`config.mk`:
```
export PLATFORM = sky130hd
export DESIGN_NAME = ps2_scancode_rx
export DESIGN_NICKNAME = d
export VERILOG_FILES = /design/src/rtl/ps2_scancode_rx.sv
export SDC_FILE = /design/constraint.sdc
export NUM_CORES = 1
export LEC_CHECK = 0
export CAP_MARGIN = 20
export CELL_PAD_IN_SITES_DETAIL_PLACEMENT = 1
export CELL_PAD_IN_SITES_GLOBAL_PLACEMENT = 2
export CORE_UTILIZATION = 46
export CTS_CLUSTER_SIZE = 24
export DETAILED_ROUTE_END_ITERATION = 7
export GPL_TIMING_DRIVEN = 0
export PLACE_DENSITY_LB_ADDON = 0.15
export RECOVER_POWER = 25
export SYNTH_ARGS = -nofsm -noshare
export SYNTH_HDL_FRONTEND = slang
export SYNTH_SLANG_ARGS = --single-unit
```
`constraint.sdc`:
```
create_clock -name clk -period 3.6 [get_ports clk]
set_input_delay 1.08 -clock clk [delete_from_list [all_inputs] [get_ports clk]]
set_output_delay 1.08 -clock clk [all_outputs]
set_load 0.01 [all_outputs]
```
`src/rtl/ps2_scancode_rx.sv`:
```
// PS/2 device-to-host receiver: sync + glitch filter, 11-bit frame decode, scan-code FIFO.
// Optional prefix decoding (E0/F0 folded into entry flags) enabled by PS2_PREFIX_DECODE_EN.
module ps2_scancode_rx #(
  parameter int FILT_LEN = 4,
  parameter int TIMEOUT  = 20000,
  parameter int FIFO_AW  = 2
) (
  input  logic       clk,
  input  logic       reset_n,
  input  logic       ps2_clk,
  input  logic       ps2_dat,
  input  logic       rd,
  output logic [7:0] code,
  output logic       valid,
  output logic       err,
  output logic       overflow,
  output logic       released,
  output logic       extended
);

  localparam int DEPTH = 2 ** FIFO_AW;
  localparam int FCW   = $clog2(FILT_LEN + 1);
  localparam int TCW   = $clog2(TIMEOUT + 1);
`ifdef PS2_PREFIX_DECODE_EN
  localparam int EW = 10;
`else
  localparam int EW = 8;
`endif

  typedef enum logic [1:0] {S_IDLE, S_DATA, S_PARITY, S_STOP} state_e;

  logic [1:0]         clk_s_q, dat_s_q;
  logic               filt_q, filt_d;
  logic [FCW-1:0]     fcnt_q, fcnt_d;
  logic               bit_evt, bit_val;

  state_e             state_q, state_d;
  logic [2:0]         bcnt_q, bcnt_d;
  logic [7:0]         sr_q, sr_d;
  logic               par_q, par_d;
  logic [TCW-1:0]     tcnt_q, tcnt_d;
  logic               err_q, err_d;
  logic               push_q, push_d;
  logic [EW-1:0]      entry_q, entry_d;
`ifdef PS2_PREFIX_DECODE_EN
  logic               ext_q, ext_d, rel_q, rel_d;
`endif

  logic [EW-1:0]      mem_q [DEPTH];
  logic [FIFO_AW-1:0] wr_ptr_q, rd_ptr_q;
  logic [FIFO_AW:0]   cnt_q, cnt_d;
  logic               ovf_q, ovf_d;
  logic               rd_en, wr_en, full;
  logic [EW-1:0]      head;

  // Filtered clock flips only after FILT_LEN consecutive samples disagree with it.
  always_comb begin
    // NOTE: every always_comb output gets a default first so no latch is inferred.
    fcnt_d = '0;
    filt_d = filt_q;
    if (clk_s_q[1] != filt_q) begin
      if (fcnt_q == FCW'(FILT_LEN - 1)) filt_d = clk_s_q[1];
      else                              fcnt_d = fcnt_q + FCW'(1);
    end
  end

  assign bit_evt = filt_q & ~filt_d;
  assign bit_val = dat_s_q[1];

  always_comb begin
    state_d = state_q;
    bcnt_d  = bcnt_q;
    sr_d    = sr_q;
    par_d   = par_q;
    tcnt_d  = tcnt_q + TCW'(1);
    err_d   = 1'b0;
    push_d  = 1'b0;
    entry_d = entry_q;
`ifdef PS2_PREFIX_DECODE_EN
    ext_d   = ext_q;
    rel_d   = rel_q;
`endif
    case (state_q)
      S_IDLE: begin
        tcnt_d = '0;
        if (bit_evt) begin
          if (!bit_val) begin
            state_d = S_DATA;
            bcnt_d  = '0;
          end else begin
            err_d = 1'b1;
          end
        end
      end
      S_DATA: if (bit_evt) begin
        sr_d   = {bit_val, sr_q[7:1]};
        bcnt_d = bcnt_q + 3'd1;
        if (bcnt_q == 3'd7) state_d = S_PARITY;
      end
      S_PARITY: if (bit_evt) begin
        par_d   = bit_val;
        state_d = S_STOP;
      end
      S_STOP: if (bit_evt) begin
        state_d = S_IDLE;
        if (bit_val && (^{sr_q, par_q})) begin
`ifdef PS2_PREFIX_DECODE_EN
          if (sr_q == 8'hE0)      ext_d = 1'b1;
          else if (sr_q == 8'hF0) rel_d = 1'b1;
          else begin
            push_d  = 1'b1;
            entry_d = {ext_q, rel_q, sr_q};
            ext_d   = 1'b0;
            rel_d   = 1'b0;
          end
`else
          push_d  = 1'b1;
          entry_d = sr_q;
`endif
        end else begin
          err_d = 1'b1;
        end
      end
      default: state_d = S_IDLE;
    endcase

    // Mid-frame watchdog: a stalled device abandons the partial byte.
    if (state_q != S_IDLE) begin
      if (bit_evt) tcnt_d = '0;
      else if (tcnt_q == TCW'(TIMEOUT - 1)) begin
        state_d = S_IDLE;
        err_d   = 1'b1;
      end
    end
`ifdef PS2_PREFIX_DECODE_EN
    if (err_d) begin
      ext_d = 1'b0;
      rel_d = 1'b0;
    end
`endif
  end

  // A pop frees a slot in the same cycle, so push+rd on a full FIFO is accepted.
  always_comb begin
    rd_en = rd & valid;
    full  = (cnt_q == (FIFO_AW + 1)'(DEPTH));
    wr_en = push_q & (~full | rd_en);
    ovf_d = push_q & full & ~rd_en;
    cnt_d = cnt_q;
    if (wr_en && !rd_en)      cnt_d = cnt_q + (FIFO_AW + 1)'(1);
    else if (!wr_en && rd_en) cnt_d = cnt_q - (FIFO_AW + 1)'(1);
  end

  always_ff @(posedge clk or negedge reset_n) begin
    if (!reset_n) begin
      clk_s_q  <= 2'b11;
      dat_s_q  <= 2'b11;
      filt_q   <= 1'b1;
      fcnt_q   <= '0;
      state_q  <= S_IDLE;
      bcnt_q   <= '0;
      sr_q     <= '0;
      par_q    <= 1'b0;
      tcnt_q   <= '0;
      err_q    <= 1'b0;
      push_q   <= 1'b0;
      entry_q  <= '0;
`ifdef PS2_PREFIX_DECODE_EN
      ext_q    <= 1'b0;
      rel_q    <= 1'b0;
`endif
      wr_ptr_q <= '0;
      rd_ptr_q <= '0;
      cnt_q    <= '0;
      ovf_q    <= 1'b0;
      // NOTE: the tiny FIFO array is reset so the head reads 00 out of reset.
      for (int i = 0; i < DEPTH; i++) mem_q[i] <= '0;
    end else begin
      // NOTE: sequential state uses non-blocking assignments only.
      clk_s_q  <= {clk_s_q[0], ps2_clk};
      dat_s_q  <= {dat_s_q[0], ps2_dat};
      filt_q   <= filt_d;
      fcnt_q   <= fcnt_d;
      state_q  <= state_d;
      bcnt_q   <= bcnt_d;
      sr_q     <= sr_d;
      par_q    <= par_d;
      tcnt_q   <= tcnt_d;
      err_q    <= err_d;
      push_q   <= push_d;
      entry_q  <= entry_d;
`ifdef PS2_PREFIX_DECODE_EN
      ext_q    <= ext_d;
      rel_q    <= rel_d;
`endif
      cnt_q    <= cnt_d;
      ovf_q    <= ovf_d;
      if (wr_en) begin
        mem_q[wr_ptr_q] <= entry_q;
        wr_ptr_q        <= wr_ptr_q + FIFO_AW'(1);
      end
      if (rd_en) rd_ptr_q <= rd_ptr_q + FIFO_AW'(1);
    end
  end

  assign head     = mem_q[rd_ptr_q];
  assign code     = head[7:0];
  assign valid    = (cnt_q != '0);
  assign err      = err_q;
  assign overflow = ovf_q;
`ifdef PS2_PREFIX_DECODE_EN
  assign extended = head[9];
  assign released = head[8];
`else
  assign extended = 1'b0;
  assign released = 1'b0;
`endif

endmodule

```
==> flow_metrics.py, run 1 <==
metrics = {
    "power": {
        "p_leak_uw": 0.002065,
        "p_per_area_mw_per_mm2": 416.4,
        "ir_drop_mv": 0.2217,
        "combPwrFrac_pct": 7.0,
        "internal_power_uw": 1389,
        "p_sw_share_pct": 25.23,
        "seqPwrFrac_pct": 55.4,
        "p_switching_uw": 468.6,
        "clockPowerShare_pct": 37.6,
    },
    "synth": {
        "ys_seq_area_share_pct": 55.22,
        "yosysUniqueCellTypes": 43,
        "synth_top_family_by_area": "multiplexers",
        "synthSimpleGateAreaFrac_pct": 8.987,
        "yosys.area_share.adder_pct": 4.620,
        "synthArstFlopShare_pct": 100.0,
        "avgSynthCellArea_um2": 13.54,
        "synth_compound_area_share_pct": 2.848,
        "synth_edf_count": 0,
        "synth_warnings": 0,
        "ys.flop_type": "dfrtp_1",
        "ys_ff_latch": 87,
        "netlist_area_mm2": 0.003954,
        "synth_cells": 292,
        "muxShareOfSynthArea_pct": 20.13,
        "synth_xor_area_share_pct": 6.076,
    },
    "timing": {
        "setup_viol": 0,
        "rsz0062_at_grt": "no",
        "max_freq_ghz": 0.3066,
        "slew_headroom_pct": -44.51,
        "finalSetupTns_ps": 0,
        "skew_ps": 13.26,
        "slew_viol_final": 39,
        "fin_crit_ps": 3262,
        "post-route-period-util_pct": 90.60,
        "hold_violations": 0,
        "worst_slew_pin_slew_ps": 2168,
        "holdWs_ps": 357.8,
    },
    "drt": {
        "drc_errors": 0,
        "vias": 2251,
        "ant_nets": 0,
        "drt-pass1-iter-count": 3,
        "routed_wl_um": 6799,
        "avgRoutedWirePerCell_um": 15.85,
        "first_iter_violations": 44,
        "via_per_inst": 5.247,
    },
    "setup_path": {
        "crit_type": "flop to output port",
        "cp-end-kind": "output port",
        "crit_arrival_ps": 2180,
        "required_ps": 2520,
        "r2r_cells": 7,
        "r2r-end": "cnt_q[1]",
        "r2r_slack_ps": 1380,
        "path_cells": "mux4_2, clkdlybuf4s50_1",
        "r2r_start": "cnt_q[0]",
        "max_stage_delay_ps": 750,
        "critPathLaunchType": "flop",
        "worstSetupStartpoint": "rd_ptr_q[0]",
        "critPathMaxFanout": 10,
        "crit_slowest_cell": "dfrtp_1",
    },
    "outcome": {
        "violations": "capacitance limit, slew limit",
        "status": "finished with violations",
    },
    "clock_tree": {
        "clk_latency_ps": 360,
        "cts.sinks": 87,
        "ctsHoldBuffers": 0,
        "numCtsBuffers": 9,
        "cts.path.max_buffers": 2,
        "cts_tree": "yes",
        "htreeDepth": 3,
        "post_cts_buffers": 0,
        "cts_root_buf": "clkbuf_8",
        "cts_resized": 0,
        "clk_pin_slew_ps": 90,
    },
    "cells_and_area": {
        "drive_above_1_share_pct": 26.85,
        "fin_nets": 338,
        "syn_to_final_growth_pct": 12.82,
        "n_antenna_cell": 0,
        "fin_cells": 429,
    },
    "placed_design": {
        "gp_congestion": 0.7206,
        "placement.io_buffers": 15,
        "place_hpwl_um": 4767,
        "dp.cells": 414,
    },
    "grt": {
        "grt.overflow.total": 0,
        "grt.total_usage_pct": 17.59,
        "grt_pass1_wl_um": 11810,
        "grt_max_degree": 50,
        "grt_pass1_vias": 2425,
        "antenna_found_initial": 0,
    },
    "die": {
        "die_area_mm2": 0.008970,
        "rows": 33,
        "initial_utilization_pct": 47.88,
        "die_y_um": 94.71,
        "die_w_um": 94.71,
        "coreArea_mm2": 0.008258,
        "pin_count": 18,
    },
    "job": {
        "drv_cap": 1,
    },
    "hold_path": {
        "holdPathStages": 0,
        "hold_end": "dat_s_q[1]",
        "hold_class": "flop to flop",
        "hold_start": "dat_s_q[0]",
    },
}
## placed cells by master (no fill, tap or decap), types with 3 or more instances in the layout
cell,count
nor3_1,5
nand3_1,9
or3_1,3
nor4_1,3
dfrtp_1,82
nor2_1,19
mux2_4,8
clkbuf_8,9
clkdlybuf4s50_1,12
a21oi_1,5
o21ai_0,5
mux4_2,8
ha_1,13
nand2_1,13
mux2_2,44
xnor2_1,15
clkbuf_1,4
and4_1,3
dfstp_2,4
inv_1,8
clkinvlp_4,4
nor2b_1,4
xor2_1,8
## final cells by class
cell class / count / area [µm²]
clock buffer: 9 / 123.9
clock inverter: 7 / 80.08
buffer: 8 / 46.29
multi-input combinational: 189 / 1694
sequential: 87 / 2183
tap: 105 / 131.4
fill: 859 / 3797
timing repair buffer: 16 / 171.4
inverter: 8 / 30.03
## cells in the mapped netlist, drive strengths merged, types with 2 or more instances
cell type	count	area share, %
a21oi	5	0.63
a22o	2	0.44
and2	2	0.32
and4	3	0.66
buf	5	0.89
clkbuf	4	0.38
dfrtp	82	52
dfstp	5	3.3
ha	13	4.1
inv	8	0.76
mux2	52	16
mux4	8	4.6
nand2	13	1.2
nand3	9	1.1
nand4	2	0.32
nor2	19	1.8
nor2b	4	0.63
nor3	5	0.63
nor4	3	0.47
o21a	2	0.38
o21ai	5	0.63
or3	3	0.47
xnor2	16	3.7
xor2	8	1.8
## cell families (layout without fill, tap and decap cells)
family	after synthesis	in the layout
flops	87	87
simple gates	70	70
mux	60	60
xor+xnor	25	25
compound gates	18	18
buf+inv	17	48
fa+ha+maj	14	14
other cells	1	2
## per-layer routing
| metal | part of all wire, % | global-route usage, % | wire length (µm) | vias up |
|---|---|---|---|---|
| met3 | 1.8 | 3.140 | 122 | 10 |
| met5 | 0 | 0 | 0 | - |
| met1 | 48 | 23.39 | 3269 | 1145 |
| met2 | 48 | 28.30 | 3297 | 22 |
| li1 | - | - | - | 1074 |
| met4 | 1.6 | 7.576 | 110 | 0 |
## flip-flops by register name, indices dropped and copies added (netlist names), 2 cells and up
signal,count
dat_s_q,2
bcnt_q,3
clk_s_q,2
mem_q,32
entry_q,8
tcnt_q,15
cnt_q,3
state_q,2
wr_ptr_q,2
rd_ptr_q,2
sr_q,8
fcnt_q,3
## worst max path at each step
stage	to	slack [ps]	depth (start not counted)
after floorplan	cnt_q[1]	950	7
final	code[7]	340	2
after detailed placement	cnt_q[1]	270	8
after global routing	code[7]	220	2
after global placement	tcnt_q[6]	-1750	1
after CTS	code[7]	50	3
## power by group through the flow
stage               clock (µW)  sequential, µW  combinational, µW
finish                     698            1030                130
global route               762            1030                151
CTS                        721            1030                137
detailed placement           0            1050                136
global placement             0            1050                126
floorplan                    0            1040               83.3
## critical path, delay by kind of cell (launching register included)
kind	cells	cell delay, ps
flip-flops	1	750
multiplexers	1	590
buffers and inverters	1	490
## metrics by stage
| step | util (%) | total power, µW | worst slack [ps] | instance area (µm²) |
|---|---|---|---|---|
| 5_1_grt | 54.02 | 1946 | 220.7 | 4461 |
| 6_report | 54.02 | 1858 | 338.2 | 4461 |
| 3_5_place_dp | 51.64 | 1184 | 268.0 | 4264 |
| 2_1_floorplan | - | 1126 | 951.9 | 3958 |
| 3_3_place_gp | 51.33 | 1173 | -1747 | 4239 |
| 4_1_cts | 54.11 | 1887 | 46.12 | 4468 |
No activity file was read; power rests on OpenSTA's default activity.
==> run 2, diff against run 1 <==
- ABC_CLOCK_PERIOD_IN_PS: unset -> 3600
- RECOVER_POWER: 25 -> 100
==> flow_metrics.py, run 2 (synthesis results as in run 1) <==
metrics = {
    "die": {
        "pin_count": 18,
        "rows": 33,
        "initial_utilization_pct": 47.88,
        "die_y_um": 94.71,
        "die_area_mm2": 0.008970,
        "coreArea_mm2": 0.008258,
        "die_w_um": 94.71,
    },
    "timing": {
        "fin_crit_ps": 3377,
        "post-route-period-util_pct": 93.82,
        "slew_viol_final": 39,
        "slew_headroom_pct": -44.04,
        "skew_ps": 12.86,
        "setup_viol": 0,
        "max_freq_ghz": 0.2961,
        "rsz0062_at_grt": "no",
        "hold_violations": 0,
        "finalSetupTns_ps": 0,
        "fin_ws_ps": 222.6,
        "holdWs_ps": 357.9,
        "worst_slew_pin_slew_ps": 2161,
    },
    "clock_tree": {
        "cts_tree": "yes",
        "cts.sinks": 87,
        "post_cts_buffers": 0,
        "clk_pin_slew_ps": 90,
        "cts_root_buf": "clkbuf_8",
        "cts.path.max_buffers": 2,
        "ctsHoldBuffers": 0,
        "clk_latency_ps": 360,
        "numCtsBuffers": 9,
        "htreeDepth": 3,
    },
    "hold_path": {
        "hold_end": "dat_s_q[1]",
        "holdPathStages": 0,
        "hold_start": "dat_s_q[0]",
        "hold_class": "flop to flop",
    },
    "grt": {
        "grt.overflow.total": 0,
        "antenna_found_initial": 0,
        "grt_pass1_vias": 2425,
        "grt_pass1_wl_um": 11810,
        "grt.total_usage_pct": 17.59,
        "grt_max_degree": 50,
    },
    "power": {
        "ir_drop_mv": 0.2217,
        "p_per_area_mw_per_mm2": 420.0,
        "p_leak_uw": 0.002082,
    },
    "setup_path": {
        "required_ps": 2520,
        "r2r_cells": 6,
        "crit_arrival_ps": 2300,
        "r2r-end": "entry_q[3]",
        "r2r_start": "sr_q[1]",
        "critPathMaxFanout": 10,
        "critPathLaunchType": "flop",
        "crit_type": "flop to output port",
        "cp-end-kind": "output port",
        "r2r_slack_ps": 1200,
    },
    "drt": {
        "first_iter_violations": 47,
        "drt-pass1-iter-count": 4,
        "routed_wl_um": 6807,
        "vias": 2254,
        "via_per_inst": 5.254,
        "ant_nets": 0,
        "avgRoutedWirePerCell_um": 15.87,
        "drc_errors": 0,
    },
    "cells_and_area": {
        "most-common-layout-cells": "82 x dfrtp_1, 44 x mux2_2, 19 x nor2_1",
        "layout_commonest_cell": "dfrtp_1",
        "drive_above_1_share_pct": 23.77,
        "top_register": "mem_q",
        "fin_nets": 338,
        "n_antenna_cell": 0,
        "top_regs": "mem_q x32, tcnt_q x15",
        "largest_reg_flops": 32,
        "syn_to_final_growth_pct": 11.84,
        "fin_util_pct": 53.55,
    },
    "outcome": {
        "status": "finished with violations",
        "violations": "capacitance limit, slew limit",
    },
    "placed_design": {
        "place_ws_ps": 268.0,
        "place_hpwl_um": 4767,
        "placement.io_buffers": 15,
        "gp_congestion": 0.7206,
    },
    "job": {
        "drv_cap": 1,
    },
}
==> run 2: repair_timing <==
item,CTS,global route
endpoints found under the setup margin,0,8
resized for setup,0,0
endpoints found under the hold margin,0,0
==> run 2: worst max-delay path, stage by stage, from the launching register on <==
cell           delay [ps]
dfrtp_1               750
mux4_2                580
dlygate4sd3_1         610
==> run 2: layout make-up <==
class / instances / area, µm²
Tap cell: 105 / 131.4
Sequential cell: 87 / 2183
Timing Repair Buffer: 16 / 171.4
Buffer: 8 / 37.54
Clock buffer: 9 / 123.9
Inverter: 8 / 30.03
Multi-Input combinational cell: 189 / 1664
Clock inverter: 7 / 80.08
Fill cell: 863 / 3836
==> run 2: how the worst max path moves through the flow <==
stage                            from   endpoint  slack [ps]  depth (start not counted)
after global placement        reset_n  tcnt_q[6]       -1750                          1
after global routing      rd_ptr_q[0]    code[4]         110                          2
after floorplan                    rd   cnt_q[1]         950                          7
after detailed placement           rd   cnt_q[1]         270                          8
after CTS                 rd_ptr_q[0]    code[7]          50                          3
final                     rd_ptr_q[0]    code[6]         220                          2
==> run 2: routing by layer <==
metal / GRT usage, % / wire, µm
met1: 23.39 / 3263
met4: 7.576 / 110
met5: 0 / 0
met3: 3.140 / 131
met2: 28.30 / 3301
==> run 2: stage by stage <==
stage          instances  area (µm²)  total power, µW
6_report             429        4422             1857
3_3_place_gp         413        4239             1173
3_5_place_dp         414        4264             1184
4_1_cts              430        4468             1887
2_1_floorplan        293        3958             1126
5_1_grt              429        4422             1945
==> run 2: where the power goes <==
group	switching [µW]	internal, µW	total, µW
registers	20.9	1010	1030
clock network	371	328	699
logic	76.8	52.5	129
total	469	1390	1860
